<file path="config.mk">
export PLATFORM = sky130hd
export DESIGN_NAME = multicycle_ctrl_unit_flat
export DESIGN_NICKNAME = d
export VERILOG_FILES = /design/src/rtl/multicycle_ctrl_unit_pkg.sv /design/src/rtl/multicycle_ctrl_unit_if.sv /design/src/rtl/multicycle_ctrl_unit_mem_timeout_ctr.sv /design/src/rtl/multicycle_ctrl_unit.sv /design/src/flat_wrapper.sv
export SDC_FILE = /design/constraint.sdc
export NUM_CORES = 1
export LEC_CHECK = 0
export BUFFER_PORTS_ARGS = -buffer_cell sky130_fd_sc_hd__buf_2
export CAP_MARGIN = 20
export CORE_ASPECT_RATIO = 1.75
export CORE_MARGIN = 1
export CORE_UTILIZATION = 30
export CTS_BUF_LIST = sky130_fd_sc_hd__clkbuf_8
export DETAILED_ROUTE_END_ITERATION = 16
export GPL_TIMING_DRIVEN = 0
export PLACE_DENSITY = 0.53
export SLEW_MARGIN = 20
export SYNTH_ARGS = -nofsm -noshare
export SYNTH_HDL_FRONTEND = slang
export SYNTH_SLANG_ARGS = --single-unit
export TNS_END_PERCENT = 30
</file>
<file path="constraint.sdc">
create_clock -name clk -period 2.6 [get_ports clk]
set_input_delay 0.78 -clock clk [delete_from_list [all_inputs] [get_ports clk]]
set_output_delay 0.78 -clock clk [all_outputs]
set_load 0.02 [all_outputs]
</file>
<file path="src/rtl/multicycle_ctrl_unit_pkg.sv">
// Shared types and field-position helpers for the multicycle controller.
// Every other file in the controller imports this package.
package ctrl_pkg;

    typedef enum logic [2:0] {
        IDLE,
        FETCH,
        DECODE,
        EXEC,
        MEM,
        WB,
        HALT,
        ERR
    } ctrl_state_t;

    typedef enum logic [1:0] {
        CLS_ALU_RR  = 2'b00,
        CLS_ALU_IMM = 2'b01,
        CLS_LOAD    = 2'b10,
        CLS_STORE   = 2'b11
    } instr_cls_t;

    localparam int CLS_W = 2;

    // The decoded fields (op then cls) occupy the top OPW+2 bits of the word.
    function automatic int field_w(input int opw);
        return opw + CLS_W;
    endfunction

    function automatic int field_lsb(input int iw, input int opw);
        return iw - opw - CLS_W;
    endfunction

endpackage

</file>
<file path="src/rtl/multicycle_ctrl_unit_if.sv">
// Bundle of instruction-fetch, data-memory and datapath-control signals
// exchanged between the controller and its surroundings.
interface multicycle_ctrl_unit_if #(
    parameter int IW  = 16,
    parameter int OPW = 3,
    parameter int RCW = 16
) ();
    logic           start;
    logic           instr_valid;
    logic [IW-1:0]  instr;
    logic           instr_ready;
    logic           mem_ack;
    logic           mem_req;
    logic           mem_we;
    logic [OPW-1:0] alu_cntr;
    logic           alu_or_m;
    logic           reg_we;
    logic           pc_en;
    logic           busy;
    logic           err;
    logic [RCW-1:0] retired;

    modport master (
        output start, instr_valid, instr, mem_ack,
        input  instr_ready, mem_req, mem_we, alu_cntr, alu_or_m,
               reg_we, pc_en, busy, err, retired
    );

    modport slave (
        input  start, instr_valid, instr, mem_ack,
        output instr_ready, mem_req, mem_we, alu_cntr, alu_or_m,
               reg_we, pc_en, busy, err, retired
    );
endinterface

</file>
<file path="src/rtl/multicycle_ctrl_unit_mem_timeout_ctr.sv">
// Counts data-memory wait cycles; expired flags that this cycle's increment
// brings the count to TIMEOUT.
module mem_timeout_ctr #(
    parameter int TIMEOUT = 15
) (
    input  logic clk,
    input  logic rst_n,
    input  logic clr,
    input  logic en,
    output logic expired
);
    localparam int CW = (TIMEOUT < 1) ? 1 : $clog2(TIMEOUT + 1);

    logic [CW-1:0] cnt_reg;

    always_ff @(posedge clk or negedge rst_n) begin
        if (!rst_n) begin
            cnt_reg <= '0;
        end else if (clr) begin
            cnt_reg <= '0;
        end else if (en) begin
            cnt_reg <= cnt_reg + 1'b1;
        end
    end

    assign expired = (cnt_reg == CW'(TIMEOUT - 1));
endmodule

</file>
<file path="src/rtl/multicycle_ctrl_unit.sv">
// Multicycle instruction controller: fetch, decode, execute, memory access
// with timeout, and writeback sequencing, plus a retired-instruction counter.
module multicycle_ctrl_unit
    import ctrl_pkg::*;
#(
    parameter int IW      = 16,
    parameter int OPW     = 3,
    parameter int TIMEOUT = 15,
    parameter int RCW     = 16
) (
    input  logic                clk,
    input  logic                rst_n,
    multicycle_ctrl_unit_if.slave bus
);
    localparam int FW  = field_w(OPW);
    localparam int FLSB = field_lsb(IW, OPW);

    ctrl_state_t    state_reg;
    logic [FW-1:0]  fields_reg;
    logic [RCW-1:0] retired_reg;
    logic           pc_en_reg;

    logic [OPW-1:0] op;
    instr_cls_t     cls;
    logic           is_halt;
    logic           is_mem;
    logic           is_store;
    logic           tmo_expired;

    // Only op and cls are kept; lower instruction bits carry nothing we decode.
    assign op       = fields_reg[FW-1 -: OPW];
    assign cls      = instr_cls_t'(fields_reg[CLS_W-1:0]);
    assign is_store = (cls == CLS_STORE);
    assign is_mem   = (cls == CLS_LOAD) || is_store;
    assign is_halt  = is_store && (&op);

    mem_timeout_ctr #(
        .TIMEOUT (TIMEOUT)
    ) u_tmo (
        .clk     (clk),
        .rst_n   (rst_n),
        .clr     (state_reg == EXEC),
        .en      (state_reg == MEM),
        .expired (tmo_expired)
    );

    always_ff @(posedge clk or negedge rst_n) begin
        if (!rst_n) begin
            state_reg   <= IDLE;
            fields_reg  <= '0;
            retired_reg <= '0;
            pc_en_reg   <= 1'b0;
        end else begin
            pc_en_reg <= 1'b0;
            case (state_reg)
                IDLE: if (bus.start) state_reg <= FETCH;
                FETCH: begin
                    if (bus.instr_valid) begin
                        fields_reg <= bus.instr[IW-1:FLSB];
                        state_reg  <= DECODE;
                    end
                end
                DECODE: begin
                    if (is_halt) begin
                        retired_reg <= retired_reg + 1'b1;
                        state_reg   <= HALT;
                    end else begin
                        state_reg <= EXEC;
                    end
                end
                EXEC: begin
                    if (is_mem) begin
                        state_reg <= MEM;
                    end else begin
                        pc_en_reg <= 1'b1;
                        state_reg <= WB;
                    end
                end
                MEM: begin
                    // An ack wins over a timeout reached in the same cycle.
                    if (bus.mem_ack) begin
                        pc_en_reg <= 1'b1;
                        if (is_store) begin
                            retired_reg <= retired_reg + 1'b1;
                            state_reg   <= FETCH;
                        end else begin
                            state_reg <= WB;
                        end
                    end else if (tmo_expired) begin
                        state_reg <= ERR;
                    end
                end
                WB: begin
                    retired_reg <= retired_reg + 1'b1;
                    state_reg   <= FETCH;
                end
                HALT: if (bus.start) state_reg <= FETCH;
                ERR: state_reg <= ERR;
                default: state_reg <= IDLE;
            endcase
        end
    end

    assign bus.instr_ready = (state_reg == FETCH);
    assign bus.mem_req     = (state_reg == MEM);
    assign bus.mem_we      = (state_reg == MEM) && is_store;
    assign bus.alu_cntr    = (state_reg == EXEC || state_reg == MEM || state_reg == WB) ? op : '0;
    assign bus.alu_or_m    = (state_reg == WB) && (cls == CLS_LOAD);
    assign bus.reg_we      = (state_reg == WB);
    assign bus.pc_en       = pc_en_reg;
    assign bus.busy        = !(state_reg == IDLE || state_reg == HALT || state_reg == ERR);
    assign bus.err         = (state_reg == ERR);
    assign bus.retired     = retired_reg;
endmodule

</file>
<file path="src/flat_wrapper.sv">
// flat-port wrapper written by rule: the top's interface ports become plain ports
module multicycle_ctrl_unit_flat import ctrl_pkg::*;
#(
    parameter int IW      = 16,
    parameter int OPW     = 3,
    parameter int TIMEOUT = 15,
    parameter int RCW     = 16
)
  (clk, rst_n, bus_start, bus_instr_valid, bus_instr, bus_mem_ack, bus_instr_ready, bus_mem_req, bus_mem_we, bus_alu_cntr, bus_alu_or_m, bus_reg_we, bus_pc_en, bus_busy, bus_err, bus_retired);
  multicycle_ctrl_unit_if #(.IW(IW), .OPW(OPW), .RCW(RCW)) bus_i ();
  input  logic clk;
  input  logic rst_n;
  input wire logic [$bits(bus_i.start)-1:0] bus_start;
  input wire logic [$bits(bus_i.instr_valid)-1:0] bus_instr_valid;
  input wire logic [$bits(bus_i.instr)-1:0] bus_instr;
  input wire logic [$bits(bus_i.mem_ack)-1:0] bus_mem_ack;
  output wire logic [$bits(bus_i.instr_ready)-1:0] bus_instr_ready;
  output wire logic [$bits(bus_i.mem_req)-1:0] bus_mem_req;
  output wire logic [$bits(bus_i.mem_we)-1:0] bus_mem_we;
  output wire logic [$bits(bus_i.alu_cntr)-1:0] bus_alu_cntr;
  output wire logic [$bits(bus_i.alu_or_m)-1:0] bus_alu_or_m;
  output wire logic [$bits(bus_i.reg_we)-1:0] bus_reg_we;
  output wire logic [$bits(bus_i.pc_en)-1:0] bus_pc_en;
  output wire logic [$bits(bus_i.busy)-1:0] bus_busy;
  output wire logic [$bits(bus_i.err)-1:0] bus_err;
  output wire logic [$bits(bus_i.retired)-1:0] bus_retired;
  assign bus_i.start = bus_start;
  assign bus_i.instr_valid = bus_instr_valid;
  assign bus_i.instr = bus_instr;
  assign bus_i.mem_ack = bus_mem_ack;
  assign bus_instr_ready = bus_i.instr_ready;
  assign bus_mem_req = bus_i.mem_req;
  assign bus_mem_we = bus_i.mem_we;
  assign bus_alu_cntr = bus_i.alu_cntr;
  assign bus_alu_or_m = bus_i.alu_or_m;
  assign bus_reg_we = bus_i.reg_we;
  assign bus_pc_en = bus_i.pc_en;
  assign bus_busy = bus_i.busy;
  assign bus_err = bus_i.err;
  assign bus_retired = bus_i.retired;
  multicycle_ctrl_unit #(.IW(IW), .OPW(OPW), .TIMEOUT(TIMEOUT), .RCW(RCW)) u_core (.clk(clk), .rst_n(rst_n), .bus(bus_i));
endmodule
</file>
Yosys cells after proc, flatten, opt, wreduce, memory -nomap -nowiden
Cells that the tools add are included.
{"block": "totals", "output_inout_bits": 27, "in_bits": 21, "elab_cells": 58, "ff_bits": 29}
{"block": "op_classes", "n_eq_ne": 16, "n_mux": 18, "reduce_logical": 17, "add_sub_neg": 2}
{"operator": "two-way mux 16 bit", "n": 3}
{"operator": "one-hot mux 16 bit (3 select lines)", "n": 1}
{"operator": "two-way mux 3 bit", "n": 7}
{"operator": "one-hot mux 3 bit (7 select lines)", "n": 1}
{"operator": "adder 16 x 1 -> 16 bit (second input constant)", "n": 1}
{"operator": "== test 3 bit (second input constant)", "n": 4}
{"operator": "two-way mux 4 bit", "n": 2}
{"operator": "== test 3 x 2 -> 1 bit (second input constant)", "n": 2}
{"operator": "!= test 2 x 1 -> 1 bit (second input constant)", "n": 3}
{"operator": "AND reduction 3 bit", "n": 2}
{"operator": "logical OR 1 bit", "n": 5}
{"operator": "adder 4 x 1 -> 4 bit (second input constant)", "n": 1}
{"operator": "== test 2 bit (second input constant)", "n": 2}
{"operator": "== test 4 bit (second input constant)", "n": 1}
{"operator": "!= test 2 bit (second input constant)", "n": 2}
{"operator": "AND reduction 4 bit", "n": 1}
{"operator": "== test 3 x 1 -> 1 bit (second input constant)", "n": 1}
{"operator": "logical AND 1 bit", "n": 3}
{"operator": "zero test 3 bit", "n": 1}
{"operator": "two-way mux 1 bit", "n": 3}
{"operator": "!= test 3 x 2 -> 1 bit (second input constant)", "n": 1}
{"operator": "nonzero test 3 bit", "n": 1}
{"operator": "one-hot mux 1 bit (2 select lines)", "n": 1}
{"operator": "AND reduction 2 bit", "n": 1}
{"operator": "other kinds (3)", "n": 3}

Longest topological paths before layout
Gate-level depths: netlist of run 1.
{"block": "depth", "depth_word": 4, "mapped_depth": 6}

By module
Synthesis of run 1 repeated with hierarchy kept, for this count alone.
{"block": "hier_totals", "cells_unflattened": 145, "area_unflattened_um2": 1540.2}
{"module": "multicycle_ctrl_unit", "instances": 1, "area_each_um2": 1320.0, "seq_area_each_um2": 625.6, "cells_per_inst": 125}
{"module": "mem_timeout_ctr", "instances": 1, "area_each_um2": 220.2, "seq_area_each_um2": 100.1, "cells_per_inst": 20}

Worst setup path before layout of run 1
No wires, ideal clock.
{"block": "synth_path", "path_kind": "reg-to-output", "start": "register u_core.state_reg[1]", "end": "output port bus_mem_we", "n_path_buf": 1, "arrival_time_ps": 1763, "setup_slack_ps": 57, "t_required_ps": 1820, "stages_incl_launch_ff": 4, "cell_sequence": "dfrtp_1 > clkbuf_1 > nor3b_1 > and3_1"}
{"block": "synth_via", "elab_chain_cells": 2}
{"item": "start, declared", "line_no": "multicycle_ctrl_unit.sv:18", "text": "ctrl_state_t state_reg;"}
{"item": "start signal, assigned", "line_no": "multicycle_ctrl_unit.sv:49", "text": "state_reg <= IDLE;"}
{"item": "start signal, assigned", "line_no": "multicycle_ctrl_unit.sv:56", "text": "IDLE: if (bus.start) state_reg <= FETCH;"}
{"item": "start signal, assigned", "line_no": "multicycle_ctrl_unit.sv:60", "text": "state_reg <= DECODE;"}
{"item": "== test 3 bit"}
{"item": "via bus_mem_req", "line_no": "flat_wrapper.sv:18", "text": "output wire logic [$bits(bus_i.mem_req)-1:0] bus_mem_req;"}
{"item": "logical AND 1 bit", "line_no": "multicycle_ctrl_unit.sv:106", "text": "assign bus.mem_we = (state_reg == MEM) && is_store;"}
{"item": "end, declared", "line_no": "flat_wrapper.sv:19", "text": "output wire logic [$bits(bus_i.mem_we)-1:0] bus_mem_we;"}
The timed path passes the listed nets, and every way through them passes these cells.

Worst setup path in the final report of run 1
{"block": "layout_path", "start": "register u_core.state_reg[2]", "end": "output port bus_alu_or_m"}
{"block": "layout_via", "elab_chain_cells": 2}
{"item": "== test 3 bit", "line_no": "multicycle_ctrl_unit.sv:108", "text": "assign bus.alu_or_m = (state_reg == WB) && (cls == CLS_LOAD);"}
{"item": "logical AND 1 bit", "line_no": "multicycle_ctrl_unit.sv:108"}
{"item": "end, declared", "line_no": "flat_wrapper.sv:21", "text": "output wire logic [$bits(bus_i.alu_or_m)-1:0] bus_alu_or_m;"}
No other way between the ends.

==> results of run 1 <==
-- layout make-up --
| type | instances | area share, % |
|---|---|---|
| plain buffers | 6 | 1.79 |
| multi-input cells | 109 | 41.6 |
| clock inverters | 1 | 0.198 |
| flip-flops and latches | 29 | 38.4 |
| inverters | 3 | 0.595 |
| repair buffers | 36 | 9.52 |
| well taps | 54 | 3.57 |
| clock buffers | 6 | 4.37 |
-- cell usage in the layout (no fill, tap or decap), types with 3 or more instances in the layout --
master | synthesis | routed
nor3_1 | 3 | 3
nand4_1 | 10 | 10
and2_1 | 5 | 5
o21ai_0 | 6 | 6
ha_1 | 3 | 3
dfrtp_1 | 29 | 29
clkbuf_8 | 0 | 6
xnor2_1 | 13 | 13
nand2_1 | 12 | 12
buf_2 | 1 | 37
inv_1 | 3 | 4
a221oi_1 | 3 | 3
mux2_2 | 6 | 6
nand3_1 | 6 | 6
nor2b_1 | 4 | 4
a21oi_1 | 4 | 4
and3_1 | 6 | 6
nor2_1 | 7 | 7
-- cells by family after synthesis --
| kind of cell | share of synthesized area, % |
|---|---|
| flops | 46.9 |
| xor+xnor | 8.49 |
| compound gates | 11.1 |
| buf+inv | 2.99 |
| fa+ha+maj | 2.43 |
| simple gates | 23.8 |
| mux | 4.37 |
-- repair_timing --
item	in CTS	in global routing
gates resized for setup	2	3
pin swaps	0	0
endpoints found under the setup margin	3	7
hold buffers	0	0
-- per-layer routing --
metal / routed length (um) / up-vias
li1: - / 621
met1: 1470 / 625
met2: 1900 / 29
met3: 116 / 5
met4: 70 / 0
met5: 0 / -
-- how the worst max path moves through the flow --
stage,endpoint,startpoint,cells after the start
after global routing,bus_alu_or_m,u_core.state_reg[2],4
after floorplan,bus_mem_we,u_core.state_reg[1],3
after CTS,bus_alu_or_m,u_core.state_reg[1],4
after detailed placement,bus_mem_we,u_core.state_reg[1],4
final,bus_alu_or_m,u_core.state_reg[2],4
after global placement,bus_mem_we,u_core.state_reg[1],4
-- synthesized netlist by cell type (all sizes together), types with 2 or more instances --
master / number
and4: 2
clkbuf: 5
a21oi: 4
buf: 2
nand3: 6
o21ai: 6
dfrtp: 29
a221oi: 3
ha: 3
mux2: 6
nor2: 7
inv: 3
nand2: 12
nand4: 10
nor2b: 4
and3: 6
a311oi: 2
and2: 5
nand2b: 2
nor3: 3
xor2: 2
nor3b: 2
xnor2: 13
nor4b: 2
-- power by group through the flow --
stage | clock network [mW] | registers [mW] | logic, mW
6_report | 0.367 | 0.720 | 0.831
5_1_grt | 0.391 | 0.752 | 0.925
4_1_cts | 0.382 | 0.705 | 0.856
3_5_place_dp | 0 | 0.714 | 0.846
3_3_place_gp | 0 | 0.709 | 0.843
2_1_floorplan | 0 | 0.727 | 0.575
-- worst register-to-register path: stages (launching register included) --
cell	delay [ns]
dfrtp_1	0.58
or3b_4	0.45
o32ai_4	0.41
buf_6	0.21
nand4_1	0.12
xnor2_1	0.15
-- stage by stage --
stage               hold WS, ns  setup WS, ns  std cells
CTS                       0.483        0.0157        245
global placement          0.462       -0.0168        238
detailed placement        0.469        0.0197        238
floorplan                 0.482        0.0565        148
finish                    0.474         0.151        244
global route              0.497       -0.0547        244
==> impl_metrics.csv, run 1 <==
group,metric,value,unit
logic_synthesis,syn_avg_cell_area,10.5,um^2
setup_path,crit_path_end_kind,"output pin",
setup_path,r2r_slack,0.58,ns
setup_path,crit_path_top_delay_cell,"dfrtp_1",
clock_network,htreeDepth,2,
drt,drt-total-wl,3.55,mm
floorplan,ioPinCount,48,
grt,grt_usage,14.1,%
pwr,power-per-cell-area,1010,nW/um^2
logic_synthesis,yosysTopAreaCell,"dfrtp_1",
drt,detail_route.iter0.violations,24,
clock_network,cts_tree,"yes",
grt,grt_first_pass_wirelength,6.06,mm
setup_path,critPathMaxStageDelay,0.50,ns
grt,use_met2,24.5,%
logic_synthesis,async_reset_ff_share,100,%
logic_synthesis,yosysWarnings,0,
cells_and_area,fin_area,1890,um^2
floorplan,die_w,56.3,um
setup_path,reg2reg_depth,5,
placed_design,placed_area,1800,um^2
setup_path,crit_family,"buffers and inverters",
worst_hold_path,min_from,"u_core.bus.retired[15]",
grt,grt_start_max_net_pins,30,
setup_path,crit_path_start_kind,"flop",
logic_synthesis,yosys.area.top_type_share,46.9,%
grt,overflow,0,
logic_synthesis,synth-edff-count,0,
drt,viasPerCell,5.25,
drt,wire_per_inst,14.5,um
pwr,internal_power,1.11,mW
floorplan,dieArea,5460,um^2
grt,grt.met1_usage,16.3,%
clock_network,clkTransAtPathRegs,0.06,ns
floorplan,core_region_area,4980,um^2
worst_hold_path,hp-class,"reg -> reg",
clock_network,clock_sinks,29,
outcome,status,"completed",
logic_synthesis,ys_ff_latch,29,
pwr,sw_frac_of_total,41.9,%
logic_synthesis,netlist-cell-type-count,35,
drt,drcViolationCount,0,
setup_path,r2r-end,"u_core.bus.retired[15]",
setup_path,timing.rr.start,"u_core.state_reg[1]",
cells_and_area,fillerInstances,525,
clock_network,cts_buffers,5,
sta,fmax,408,MHz
pwr,ir_drop,475,uV
cells_and_area,final-seq-area,726,um^2
clock_network,cts-root-buf,"clkbuf_8",
sta,setup_viol,0,
sta,skew,0.00382,ns
logic_synthesis,syn_area,1550,um^2
pwr,power.leakage,0.881,nW
cells_and_area,diodes,0,
sta,post-route-period-util,94.2,%
drt,first_pass_iters,4,
sta,worst_pin_slew,0.645,ns
grt,grt_pass1_vias,1250,
grt,antenna_found_initial,0,
pwr,pwr-share-comb,43.3,%
setup_path,cp_data_arrival_time,1.67,ns
pwr,total_power,1.92,mW
setup_path,crit_type,"reg -> out",
pwr,seq_power_share,37.5,%
logic_synthesis,ys.flop_type,"dfrtp_1",
logic_synthesis,synthTopCellsByArea,"dfrtp_1 (47%), xnor2_1 (7.4%), mux2_2 (4.4%)",
drt,via_count,1280,
grt,grt.busiest_layer,"met2",
clock_network,clk_latency,0.27,ns
sta,max_slew_margin,57.0,%
cells_and_area,largest_register_ffs,16,
grt,grt_util_met3,2.54,%
setup_path,cp_num_buf_inv,2,
floorplan,start_util,31.1,%
clock_network,cts_setup_buffers,0,
worst_hold_path,worst_hold_path.endpoint,"u_core.bus.retired[15]",
placed_design,place.gp.congestion,0.708,
placed_design,io_buffers,36,
setup_path,crit_fanout,10,
sta,hold_violations,0,
cells_and_area,fin_util,38.0,%
cells_and_area,drive_gt1_share,29.5,%
floorplan,core.rowCount,34,
cells_and_area,multiInputGateArea,787,um^2
flow_run,cap_violations,0,
setup_path,cp_cell_sequence,"clkbuf_1 > nand2_1 > nor4_1 > buf_2",
floorplan,fp.dieH,97.0,um
pwr,switchingPower,0.803,mW
setup_path,required,1.82,ns
cells_and_area,fin_nets,214,
worst_hold_path,hold_depth,1,
placed_design,hpwl,2.64,mm
clock_network,clockBufferDepth,2,
sta,tns,0,ns
sta,fin_crit,2.45,ns
sta,rsz0062_at_grt,"true",
logic_synthesis,synth_cells,148,
drt,ant_nets,0,
cells_and_area,syn2layout_area_growth,22.2,%
sta,slew_violations,0,
pwr,clockPowerShare,19.1,%
logic_synthesis,seq_area_frac_synth,46.9,%
logic_synthesis,syn_nets,172,
No activity file was read; power rests on OpenSTA's default activity.
==> run 2: changes to the inputs <==
--- a/config.mk
+++ b/config.mk
@@ -14,6 +14,7 @@
 export DETAILED_ROUTE_END_ITERATION = 16
 export GPL_TIMING_DRIVEN = 0
 export PLACE_DENSITY = 0.53
+export REMOVE_ABC_BUFFERS = 1
 export SLEW_MARGIN = 20
 export SYNTH_ARGS = -nofsm -noshare
 export SYNTH_HDL_FRONTEND = slang
==> impl_metrics.csv, run 2 (synthesized netlist as in run 1, its figures left out) <==
group,metric,value,unit
cells_and_area,diodes,0,
setup_path,cp_cell_sequence,"nor3b_4 > and3_1 > buf_2",
sta,setup_viol,0,
grt,grt_usage,13.8,%
pwr,internal_power,1.07,mW
cells_and_area,drive_gt1_share,30.8,%
clock_network,clkTransAtPathRegs,0.07,ns
cells_and_area,layout_common_cells,"buf_2 (36), dfrtp_1 (26), xnor2_1 (13)",
pwr,switchingPower,0.812,mW
setup_path,critPathMaxStageDelay,0.55,ns
clock_network,cts_tree,"yes",
drt,via_count,1277,
pwr,clockPowerShare,19.5,%
cells_and_area,fillerInstances,518,
setup_path,crit_path_end_kind,"output pin",
drt,first_pass_iters,4,
cells_and_area,fin_nets,208,
setup_path,cp_data_arrival_time,1.60,ns
drt,wire_per_inst,14.6,um
setup_path,crit_fanout,22,
sta,hold_violations,0,
pwr,power.leakage,0.852,nW
clock_network,clockBufferDepth,2,
grt,grt_pass1_vias,1251,
setup_path,crit_path_top_delay_cell,"dfrtp_2",
pwr,sw_frac_of_total,43.2,%
floorplan,dieArea,5460,um^2
drt,ant_nets,0,
sta,slew_violations,0,
sta,fin_crit,2.38,ns
floorplan,ioPinCount,48,
cells_and_area,fin_util,37.4,%
placed_design,io_buffers,36,
cells_and_area,fin_cells,239,
sta,worst_pin_slew,0.662,ns
pwr,total_power,1.88,mW
pwr,ir_drop,547,uV
floorplan,core.rowCount,34,
floorplan,core_region_area,4980,um^2
worst_hold_path,hp-class,"reg -> reg",
drt,drcViolationCount,0,
sta,post-route-period-util,91.6,%
placed_design,hpwl,2.45,mm
cells_and_area,syn2layout_area_growth,20.3,%
grt,grt_start_max_net_pins,30,
sta,max_slew_margin,55.9,%
floorplan,fp.dieH,97.0,um
pwr,seq_power_share,42.6,%
clock_network,clk_latency,0.28,ns
placed_design,place.gp.congestion,0.717,
cells_and_area,largest_register_ffs,16,
drt,viasPerCell,5.34,
grt,overflow,0,
sta,skew,0.00748,ns
drt,drt-total-wl,3.49,mm
pwr,pwr-share-comb,38.0,%
sta,fmax,420,MHz
pwr,power-per-cell-area,1010,nW/um^2
setup_path,crit_type,"reg -> out",
sta,rsz0062_at_grt,"false",
clock_network,clock_sinks,29,
clock_network,cts_buffers,5,
grt,grt_first_pass_wirelength,5.88,mm
flow_run,cap_violations,0,
clock_network,cts-root-buf,"clkbuf_8",
floorplan,die_w,56.3,um
drt,detail_route.iter0.violations,24,
placed_design,post-place-cells,231,
setup_path,required,1.82,ns
outcome,status,"completed",
floorplan,start_util,31.1,%
clock_network,cts_hold_buffers,0,
cells_and_area,final_common_cell,"buf_2",
setup_path,crit_path_start_kind,"flop",
clock_network,htreeDepth,2,
grt,antenna_found_initial,0,
-- run 2: layout make-up --
type	count	area, um^2	share of cell area [%]
clock buffer	5	68.8	3.70
clock inverter	3	17.5	0.941
inverter	3	11.3	0.605
multi-input combinational	109	787	42.3
sequential	29	729	39.2
tap	54	67.6	3.63
timing repair buffer	36	180	9.68
-- run 2: worst max-delay path, delay by kind of cell (launching register included) --
family | cells | cell delay (ns)
buffers and inverters | 1 | 0.16
DFF | 1 | 0.55
and+or+nand+nor | 2 | 0.60
-- run 2: final timing paths --
kind,cells after the start,start,to,slack [ns]
setup / recovery,3,u_core.state_reg[1],bus_mem_we,0.22
hold / removal,1,u_core.bus.retired[15],u_core.bus.retired[15],0.48
setup reg to reg,4,u_core.state_reg[1],u_core.bus.retired[13],0.40
hold reg to reg,1,u_core.bus.retired[15],u_core.bus.retired[15],0.48
max in group asynchronous,1,rst_n,u_core.state_reg[0],1.61
min in group asynchronous,1,rst_n,u_core.u_tmo.cnt_reg[2],0.52
-- run 2: layer usage --
metal | vias to the layer above | wire length (um) | track usage [%] | part of all wire (%)
met3 | 6 | 131 | 3.21 | 3.8
met1 | 632 | 1390 | 14.7 | 40
met4 | 0 | 68 | 6.19 | 1.9
met5 | - | 0 | 0 | 0
li1 | 613 | - | - | -
met2 | 26 | 1900 | 24.9 | 55
-- run 2: repair_timing --
item                       4_1_cts  5_1_grt
setup endpoints to repair        2        4
resized for setup                2        3
pin swaps                        0        1
buffers inserted                 0        0
-- run 2: stage by stage --
step                      hold slack [ns]  TNS, ns  area, um^2  setup WS, ns
after global placement              0.467  -0.0763        1760       -0.0763
after CTS                           0.483        0        1860        0.0150
after global routing                0.501        0        1860        0.0874
final                               0.478        0        1860         0.219
after floorplan                     0.482        0        1510        0.0485
after detailed placement            0.472  -0.0422        1760       -0.0422
-- run 2: power by group through the flow --
stage / Combinational (mW) / Clock (mW) / Sequential, mW
after detailed placement: 0.715 / 0 / 0.796
after global routing: 0.783 / 0.394 / 0.829
after floorplan: 0.480 / 0 / 0.784
final: 0.713 / 0.366 / 0.800
after global placement: 0.708 / 0 / 0.794
after CTS: 0.724 / 0.379 / 0.795
